File: src/rtl/uart_tx_fifo_drain.sv
// 8N1 UART transmitter that pops bytes from a first-word-fall-through FIFO.
// Exactly one pop per frame; a new pop can occur in the tx_done cycle.
module uart_tx_fifo_drain #(
   parameter int CLKS_PER_BIT = 868,
   parameter int DATA_WIDTH   = 8
) (
   input  logic                  clk,
   input  logic                  rst,
   input  logic                  tx_en,
   input  logic                  fifo_empty,
   input  logic [DATA_WIDTH-1:0] fifo_dout,
   output logic                  fifo_rd_en,
   output logic                  tx,
   output logic                  busy,
   output logic                  tx_done
);

   localparam int BW  = $clog2(CLKS_PER_BIT);
   localparam int BCW = $clog2(DATA_WIDTH) + 1;
   localparam logic [BW-1:0]  BAUD_MAX = BW'(CLKS_PER_BIT - 1);
   localparam logic [BCW-1:0] BIT_MAX  = BCW'(DATA_WIDTH - 1);

   typedef enum logic [1:0] {
      IDLE,
      START,
      DATA,
      STOP
   } state_t;

   state_t                state;
   logic [BW-1:0]         baud_cnt;
   logic [BCW-1:0]        bit_cnt;
   logic [DATA_WIDTH-1:0] shift;
   logic [DATA_WIDTH-1:0] shift_nxt;
   logic                  bit_end;

   assign shift_nxt  = shift >> 1;
   assign bit_end    = (baud_cnt == BAUD_MAX);
   // Pop only from IDLE, so the late empty flag can never cause a double pop
   assign fifo_rd_en = !rst && (state == IDLE) && tx_en && !fifo_empty;

   always_ff @(posedge clk or posedge rst) begin
      if (rst) begin
         state    <= IDLE;
         baud_cnt <= '0;
         bit_cnt  <= '0;
         shift    <= '0;
         tx       <= 1'b1;
         busy     <= 1'b0;
         tx_done  <= 1'b0;
      end else begin
         tx_done <= 1'b0;
         case (state)
            IDLE: begin
               baud_cnt <= '0;
               bit_cnt  <= '0;
               if (fifo_rd_en) begin
                  shift <= fifo_dout;
                  state <= START;
                  tx    <= 1'b0;
                  busy  <= 1'b1;
               end
            end
            START: begin
               if (bit_end) begin
                  baud_cnt <= '0;
                  state    <= DATA;
                  tx       <= shift[0];
               end else begin
                  baud_cnt <= baud_cnt + BW'(1);
               end
            end
            DATA: begin
               if (bit_end) begin
                  baud_cnt <= '0;
                  if (bit_cnt == BIT_MAX) begin
                     bit_cnt <= '0;
                     state   <= STOP;
                     tx      <= 1'b1;
                  end else begin
                     bit_cnt <= bit_cnt + BCW'(1);
                     shift   <= shift_nxt;
                     tx      <= shift_nxt[0];
                  end
               end else begin
                  baud_cnt <= baud_cnt + BW'(1);
               end
            end
            STOP: begin
               if (bit_end) begin
                  baud_cnt <= '0;
                  state    <= IDLE;
                  busy     <= 1'b0;
                  tx_done  <= 1'b1;
               end else begin
                  baud_cnt <= baud_cnt + BW'(1);
               end
            end
            default: state <= IDLE;
         endcase
      end
   end

endmodule
File: config.mk
export PLATFORM = sky130hd
export DESIGN_NAME = uart_tx_fifo_drain
export DESIGN_NICKNAME = d
export VERILOG_FILES = /design/src/rtl/uart_tx_fifo_drain.sv
export SDC_FILE = /design/constraint.sdc
export NUM_CORES = 1
export LEC_CHECK = 0
export CAP_MARGIN = 20
export CORE_MARGIN = 1
export CORE_UTILIZATION = 30
export DETAILED_ROUTE_END_ITERATION = 10
export GPL_TIMING_DRIVEN = 0
export PLACE_DENSITY_LB_ADDON = 0.1
export RECOVER_POWER = 25
export SLEW_MARGIN = 20
export SYNTH_ARGS = -nofsm -noshare
export SYNTH_HDL_FRONTEND = slang
export SYNTH_SLANG_ARGS = --single-unit
File: constraint.sdc
create_clock -name clk -period 2.5 [get_ports clk]
set_clock_uncertainty 0.1 [all_clocks]
set_input_delay 0.5 -clock clk [delete_from_list [all_inputs] [get_ports clk]]
set_output_delay 0.5 -clock clk [all_outputs]
set_load 0.02 [all_outputs]
# After elaboration in Yosys (flattened, before gate mapping)

Cells that the tools add are included.
W data, S select, Z words.

Bits of input ports: 12
Register bits: 27
Logic and storage cells: 60
Output and inout port bits: 4

Add/sub/neg operators: 2
Equal/unequal tests: 11
Reduce and logical (&&, ||, !) cells: 15
Muxes and demuxes: 25

Operators by type and width:

| cell                    | count |
|---|---|
| $mux W8                 | 3 |
| $pmux W10 S2            | 1 |
| $pmux W8 S2             | 1 |
| $ne A2 B2 Y1 const B    | 6 |
| $add A10 B1 Y10 const B | 1 |
| $eq A10 B10 Y1 const B  | 1 |
| $mux W10                | 1 |
| $mux W2                 | 5 |
| $mux W1                 | 8 |
| $mux W4                 | 2 |
| $pmux W2 S4             | 1 |
| $pmux W4 S2             | 1 |
| $reduce_and A4 Y1       | 2 |
| $reduce_and A5 Y1       | 1 |
| $add A4 B1 Y4 const B   | 1 |
| $eq A2 B2 Y1 const B    | 2 |
| $eq A4 B3 Y1 const B    | 1 |
| $reduce_bool A2 Y1      | 2 |
| $logic_and A1 B1 Y1     | 3 |
| $pmux W1 S3             | 1 |
| $reduce_and A3 Y1       | 1 |
| $reduce_bool A3 Y1      | 1 |
| $reduce_or A3 Y1        | 1 |
| $eq A2 B1 Y1 const B    | 1 |
| 4 further kinds         | 5 |

# Depth between registers and ports, before layout

Gate-level depths: netlist of run 1.

Depth in word-level cells: 6
Depth in mapped cells: 8
Depth with buffers taken out: 6

# Worst setup path after synthesis of run 1

Ideal clock, no wire load.

Kind: register -> register
Start: register state[0]
End: register state[1]
Setup slack: 0.558 ns
Clock period less this slack: 1.942 ns
Arrival: 1.717 ns
Path buffers: 1
Data required time: 2.275 ns
Cell stages (with the launch flop): 8
Library setup time: 0.125 ns
Cell sequence: dfrtp_1 > inv_1 > ha_1 > clkbuf_1 > or2_2 > nor2_1 > o221a_2 > mux2_2

Longest elaborated chain between the ends: 6
Elaborated cells on any way between the ends: 14
Those cells by class: eq/ne (8); mux (1); reduce/logical (5)

RTL lines:

| what                             | line   | text |
|---|---|---|
| start, declared                  | 30     | `state_t state;` |
| start signal, assigned           | 44     | `state <= IDLE;` |
| start signal, assigned           | 59     | `state <= START;` |
| start signal, assigned           | 67     | `state <= DATA;` |
| $logic_not A2 Y1                 | 40, 53 |  |
| $logic_and A1 B1 Y1 (3 in a row) | 40     | `assign fifo_rd_en = !rst && (state == IDLE) && tx_en && !fifo_empty;` |
| $ne A2 B2 Y1 (no line)           | n/a    |  |
| $reduce_and A5 Y1 (no line)      | n/a    |  |

Several ways; a longest one is shown, not always the timed one.
A chain may end at the register's enable or synchronous reset.

# Worst setup path after layout of run 1

Start: input port rst
End: output port fifo_rd_en

Longest elaborated chain between the ends: 4

RTL lines:

| what                             | line | text |
|---|---|---|
| start, declared                  | 8    | `input logic rst,` |
| $logic_not A1 Y1 (no line)       | n/a  |  |
| $logic_and A1 B1 Y1 (3 in a row) | 40   |  |
| end, declared                    | 12   | `output logic fifo_rd_en,` |

No other way between the ends.

==> metrics.yaml, run 1 <==
place:
  gp_congestion: 0.767
  port_buffers: 15
  place_ws_ns: -0.499
  dp_hpwl_um: 2280
  dp_cells: 227
timing:
  finalHoldViolCount: 0
  worst_hold_slack_ns: 0.384
  tightest_slew_ns: 1.01
  fmax_mhz: 443
  fin_crit_sh: 0.902
  fin_crit_ns: 2.26
  maxSlewViolCount: 0
  slew_headroom: 0.326
  final-setup-viol-count: 0
  tns_ns: 0
  rsz0062_at_grt: "no"
  layout_setup_ws_ns: 0.244
drt:
  vias_per_cell: 4.77
  drt_iter0_drc: 45
  via_count: 1102
  first_pass_iters: 4
  totalWireLength_um: 3110
  ant_nets: 0
  wl_per_cell_um: 13.5
  drc: 0
cells_and_area:
  nets: 184
  final_cells: 231
  syn_to_final_growth_pct: 19.7
  mostFrequentLayoutCells: "dfrtp_1, nor2_1, clkdlybuf4s50_1"
  mostFrequentLayoutCell: "dfrtp_1"
  diodes: 0
  drive_gt1_frac: 0.128
synth:
  synth_cell_types: 41
  syn_inst: 145
  avgSynthCellArea_um2: 10.2
  synth_top_area_frac: 0.440
  syn_nets: 164
  synth_top_area_cell: "dfrtp_1"
  syn-cell-area_um2: 1480
  synth_area_leaders: "dfrtp_1, ha_1, o221a_1"
  ys_warn_count: 0
  seq_area_frac_synth: 0.458
  synth-seq-cells: 27
grt:
  grt_pass1_vias: 1140
  grt_pass1_wl_um: 5350
  antenna_found_initial: 0
  track_usage: 0.134
  grt_max_degree: 28
  grt-ovfl-total: 0
clocking:
  cts.path.max_buffers: 2
  htreeDepth: 1
  cts-buffers-inserted: 3
  clkTransAtPathRegs_ns: 0.10
  cts.sinks: 27
  cts-root-buf: "clkbuf_8"
  clock_latency_ns: 0.28
  cts_tree: "yes"
  hold_buffers: 0
  post_cts_buffers: 0
power:
  peakVddDrop_mv: 0.392
  finalPower_mw: 1.63
  power_density_nw_per_um2: 923
  leakagePower_nw: 0.752
worst_setup_path:
  crit_arrival_ns: 1.66
  path_class: "in2out"
  start_kind: "input port"
  cp_max_fo: 10
  cp.required_ns: 1.90
  end_kind: "output port"
job:
  drv_cap: 0
floorplan:
  top_level_ports: 16
  initial_core_util: 0.313
  coreArea_um2: 4720
  die_area_um2: 5210
  die_h_um: 72.2
  die_x_um: 72.2
  fp-row-count: 25
run_status:
  outcome: "complete, no violations"
hold_path:
  hp-class: "reg2reg"
==> kinds of logic after synthesis <==
kind of cell             synth area share
buffers and inverters              0.0474
flip-flops                          0.458
AO/OA/AOI/OAI                       0.151
XOR/XNOR                           0.0474
adder cells (fa/ha/maj)            0.0592
AND/OR/NAND/NOR                     0.223
multiplexers                       0.0144
==> final cells by class <==
class,count,area [µm²]
sequential,27,677
inverter,7,26.3
clock buffer,3,41.3
tap,67,83.8
timing repair buffer,15,145
clock inverter,1,7.51
multi-input combinational,104,746
fill,480,2950
buffer,7,43.8
==> layer usage <==
| layer | vias up | global-route usage | wire length (µm) |
|---|---|---|---|
| met4 | 0 | 0.0370 | 25 |
| met2 | 14 | 0.236 | 1560 |
| li1 | 560 | - | - |
| met3 | 2 | 0.0347 | 80 |
| met5 | - | 0 | 0 |
| met1 | 526 | 0.161 | 1440 |
==> flip-flops by register name (all words and copies together) (netlist names) <==
name	cells
busy	1
state	2
baud_cnt	10
tx	1
shift	8
tx_done	1
bit_cnt	4
==> stage by stage <==
stage                util  area, µm²
floorplan               -       1480
global placement    0.363       1710
detailed placement  0.363       1710
CTS                 0.376       1770
global route        0.375       1770
finish              0.375       1770
==> worst max-delay path, cell delays in order <==
cell and delay [ns]:
clkdlybuf4s50_1 0.45, nor3b_4 0.26, nand2_2 0.17, inv_1 0.11, clkbuf_2 0.17
==> what timing repair did <==
| action | 4_1_cts | 5_1_grt |
|---|---|---|
| resized for setup | 4 | 2 |
| pin swaps | 1 | 0 |
| endpoints found under the setup margin | 1 | 1 |
==> where the power goes <==
part / switching [mW] / internal (mW)
clock: 0.141 / 0.113
combinational: 0.391 / 0.314
sequential: 0.107 / 0.568
total: 0.640 / 0.995
==> Yosys cell counts <==
library cell	number
and3_1	3
inv_1	7
and3b_1	1
a41oi_1	2
dfstp_2	1
nand4_1	1
o221ai_1	1
dfrtp_1	26
clkbuf_1	3
o21a_1	1
buf_2	2
or2_2	1
or3_2	1
nor3_4	1
o211ai_1	1
nor2_1	16
nand3_4	1
a31oi_1	2
ha_1	7
nand3b_1	1
nand3_1	7
a21bo_2	1
o221a_1	7
and4_1	1
or2b_1	1
o21ai_0	8
xor2_1	6
o221a_2	1
or3_1	8
xnor2_1	2
nand2_1	9
mux2_2	1
a21oi_1	4
mux2i_1	1
buf_6	2
and4b_1	1
and3_2	1
nor3b_1	1
and2_1	2
a2bb2oi_1	1
or4_2	1
==> worst paths after layout <==
kind,from,to,slack (ns),depth (start not counted)
worst max register to register,state[0],tx,0.33,8
max in group asynchronous,rst,bit_cnt[3],0.95,2
worst max-delay path,rst,fifo_rd_en,0.24,5
worst min-delay path,baud_cnt[0],baud_cnt[0],0.38,1
worst min register to register,baud_cnt[0],baud_cnt[0],0.38,1
min in group asynchronous,rst,busy,0.74,2
Power figures use the tool's default switching activity.
==> inputs of run 2 (changes only) <==
--- a/config.mk
+++ b/config.mk
@@ -5,14 +5,12 @@
 export SDC_FILE = /design/constraint.sdc
 export NUM_CORES = 1
 export LEC_CHECK = 0
-export CAP_MARGIN = 20
 export CORE_MARGIN = 1
 export CORE_UTILIZATION = 30
 export DETAILED_ROUTE_END_ITERATION = 10
 export GPL_TIMING_DRIVEN = 0
 export PLACE_DENSITY_LB_ADDON = 0.1
 export RECOVER_POWER = 25
-export SLEW_MARGIN = 20
 export SYNTH_ARGS = -nofsm -noshare
 export SYNTH_HDL_FRONTEND = slang
 export SYNTH_SLANG_ARGS = --single-unit
==> run 2 against run 1 <==
Global-route usage did not move. Sequential cell count is the same. Via count unchanged. Routed wire length about the same. Critical path type unchanged.
==> metrics.yaml, run 2 (synthesis gave the netlist of run 1 again) <==
grt:
  grt-ovfl-total: 0  # unchanged
  grt_max_degree: 28  # unchanged
  antenna_found_initial: 0  # unchanged
  grt_pass1_wl_um: 5350  # unchanged
  grt_pass1_vias: 1140  # unchanged
  track_usage: 0.134  # unchanged
clocking:
  htreeDepth: 1  # unchanged
  cts_tree: "yes"  # unchanged
  cts-buffers-inserted: 3  # unchanged
  clkTransAtPathRegs_ns: 0.10  # about the same
  cts-root-buf: "clkbuf_8"  # unchanged
  cts.path.max_buffers: 2  # unchanged
  hold_buffers: 0  # unchanged
  cts.sinks: 27  # unchanged
  clock_latency_ns: 0.28  # about the same
  post_cts_buffers: 0  # unchanged
cells_and_area:
  mostFrequentLayoutCells: "dfrtp_1, nor2_1, clkdlybuf4s50_1"  # unchanged
  regMostFlops: "baud_cnt"  # unchanged
  syn_to_final_growth_pct: 20.0  # was 19.7%
  drive_gt1_frac: 0.116  # was 0.128
  fillCellCount: 479  # was 480
  largest_reg_flops: 10  # unchanged
  mostFrequentLayoutCell: "dfrtp_1"  # unchanged
  diodes: 0  # unchanged
  nets: 184  # unchanged
  reg_top3: "baud_cnt: 10 flops, shift: 8 flops, bit_cnt: 4 flops"  # unchanged
timing:
  fin_crit_sh: 0.955  # was 0.902
  rsz0062_at_grt: "no"  # unchanged
  tightest_slew_ns: 1.01  # unchanged
  maxSlewViolCount: 0  # unchanged
  final-setup-viol-count: 0  # unchanged
  finalHoldViolCount: 0  # unchanged
  slew_headroom: 0.326  # unchanged
  layout_setup_ws_ns: 0.112  # was 0.244 ns
  fin_crit_ns: 2.39  # was 2.26 ns
  fmax_mhz: 419  # was 443 MHz
worst_setup_path:
  r2r.worst_path.cells: 7  # was 8
  crit_arrival_ns: 1.79  # was 1.66 ns
  cp_max_fo: 10  # unchanged
  r2r_slack_ns: 0.26  # was 0.33 ns
  start_kind: "input port"  # unchanged
  cp.required_ns: 1.90  # about the same
  path_class: "in2out"  # unchanged
  timing.rr.end: "shift[1]"  # was tx
  end_kind: "output port"  # unchanged
  reg2reg_from: "baud_cnt[0]"  # was state[0]
drt:
  ant_nets: 0  # unchanged
  totalWireLength_um: 3110  # about the same
  first_pass_iters: 4  # unchanged
  drt_iter0_drc: 46  # was 45
  vias_per_cell: 4.77  # unchanged
  via_count: 1102  # unchanged
  drc: 0  # unchanged
  wl_per_cell_um: 13.5  # about the same
floorplan:
  die_h_um: 72.2  # unchanged
  top_level_ports: 16  # unchanged
  die_area_um2: 5210  # unchanged
  die_x_um: 72.2  # unchanged
  coreArea_um2: 4720  # unchanged
  initial_core_util: 0.313  # unchanged
  fp-row-count: 25  # unchanged
power:
  leakagePower_nw: 0.751  # was 0.752 nW
  peakVddDrop_mv: 0.392  # about the same
  power_density_nw_per_um2: 922  # was 923 nW/µm²
  finalPower_mw: 1.64  # was 1.63 mW
run_status:
  outcome: "complete, no violations"  # unchanged
place:
  dp_hpwl_um: 2280  # unchanged
  port_buffers: 15  # unchanged
  gp_congestion: 0.767  # unchanged
  place_ws_ns: -0.499  # unchanged
hold_path:
  min_path_cells: 1  # unchanged
  hp-class: "reg2reg"  # unchanged
  hold_start: "baud_cnt[0]"  # unchanged
  hold-path-endpoint: "baud_cnt[0]"  # unchanged
job:
  drv_cap: 0  # unchanged
[run 2: cell count changes in the layout (fill, tap and decap cells not counted)]
cell	delta
buf_2	-1
clkbuf_1	+1
clkbuf_2	-1
clkdlybuf4s15_1	+1
clkdlybuf4s50_1	-1
dlygate4sd3_1	+1
[run 2: per-layer routing]
layer / GRT usage / wire, µm / up-vias / part of all wire
met3: 0.0347 / 80 / 2 / 0.026
met1: 0.161 / 1440 / 526 / 0.46
met4: 0.0370 / 25 / 0 / 0.0080
met5: 0 / 0 / - / 0
li1: - / - / 560 / -
met2: 0.236 / 1560 / 14 / 0.50
[run 2: area by class of cell]
type                       instances  area [µm²]  share of cell area
inverter                           7        26.3              0.0148
sequential                        27         677               0.382
tap                               67        83.8              0.0472
multi-input combinational        104         746               0.420
clock inverter                     1        7.51             0.00423
clock buffer                       3        41.3              0.0233
timing repair buffer              15         150              0.0846
buffer                             7        42.5              0.0240
[run 2: worst max-delay path, cell delays in order]
cell	delay, ns
clkdlybuf4s50_1	0.45
nor3b_4	0.26
nand2_2	0.17
inv_1	0.11
clkdlybuf4s15_1	0.30
[run 2: worst max path at each step]
| stage | startpoint | end | slack [ns] | cells after the start |
|---|---|---|---|---|
| after floorplan | state[0] | state[1] | 0.56 | 7 |
| after global placement | tx_en | fifo_rd_en | -0.47 | 5 |
| after detailed placement | tx_en | fifo_rd_en | -0.50 | 5 |
| after CTS | rst | fifo_rd_en | 0.06 | 5 |
| after global routing | rst | fifo_rd_en | 0.006 | 5 |
| final | rst | fifo_rd_en | 0.11 | 5 |
[run 2: report_power, final]
part / leakage [nW] / internal (mW) / switching (mW) / total, mW
registers: 0.329 / 0.568 / 0.107 / 0.675
logic: 0.400 / 0.315 / 0.391 / 0.706
clock network: 0.0217 / 0.113 / 0.141 / 0.254
total: 0.751 / 0.996 / 0.640 / 1.64
[run 2: stage by stage]
stage | std cells | util | TNS (ns) | hold slack [ns] | cell area (µm²)
finish | 231 | 0.376 | 0 | 0.384 | 1770
global route | 231 | 0.376 | 0 | 0.435 | 1770
CTS | 231 | 0.376 | 0 | 0.395 | 1770
detailed placement | 227 | 0.363 | -1.46 | 0.379 | 1710
global placement | 227 | 0.363 | -1.13 | 0.377 | 1710
floorplan | 145 | - | 0 | 0.348 | 1480
[run 2: what timing repair did]
action,in CTS,in global routing
resized for setup,4,1
setup endpoints to repair,1,1
pin swaps,1,0
gates cloned,0,0
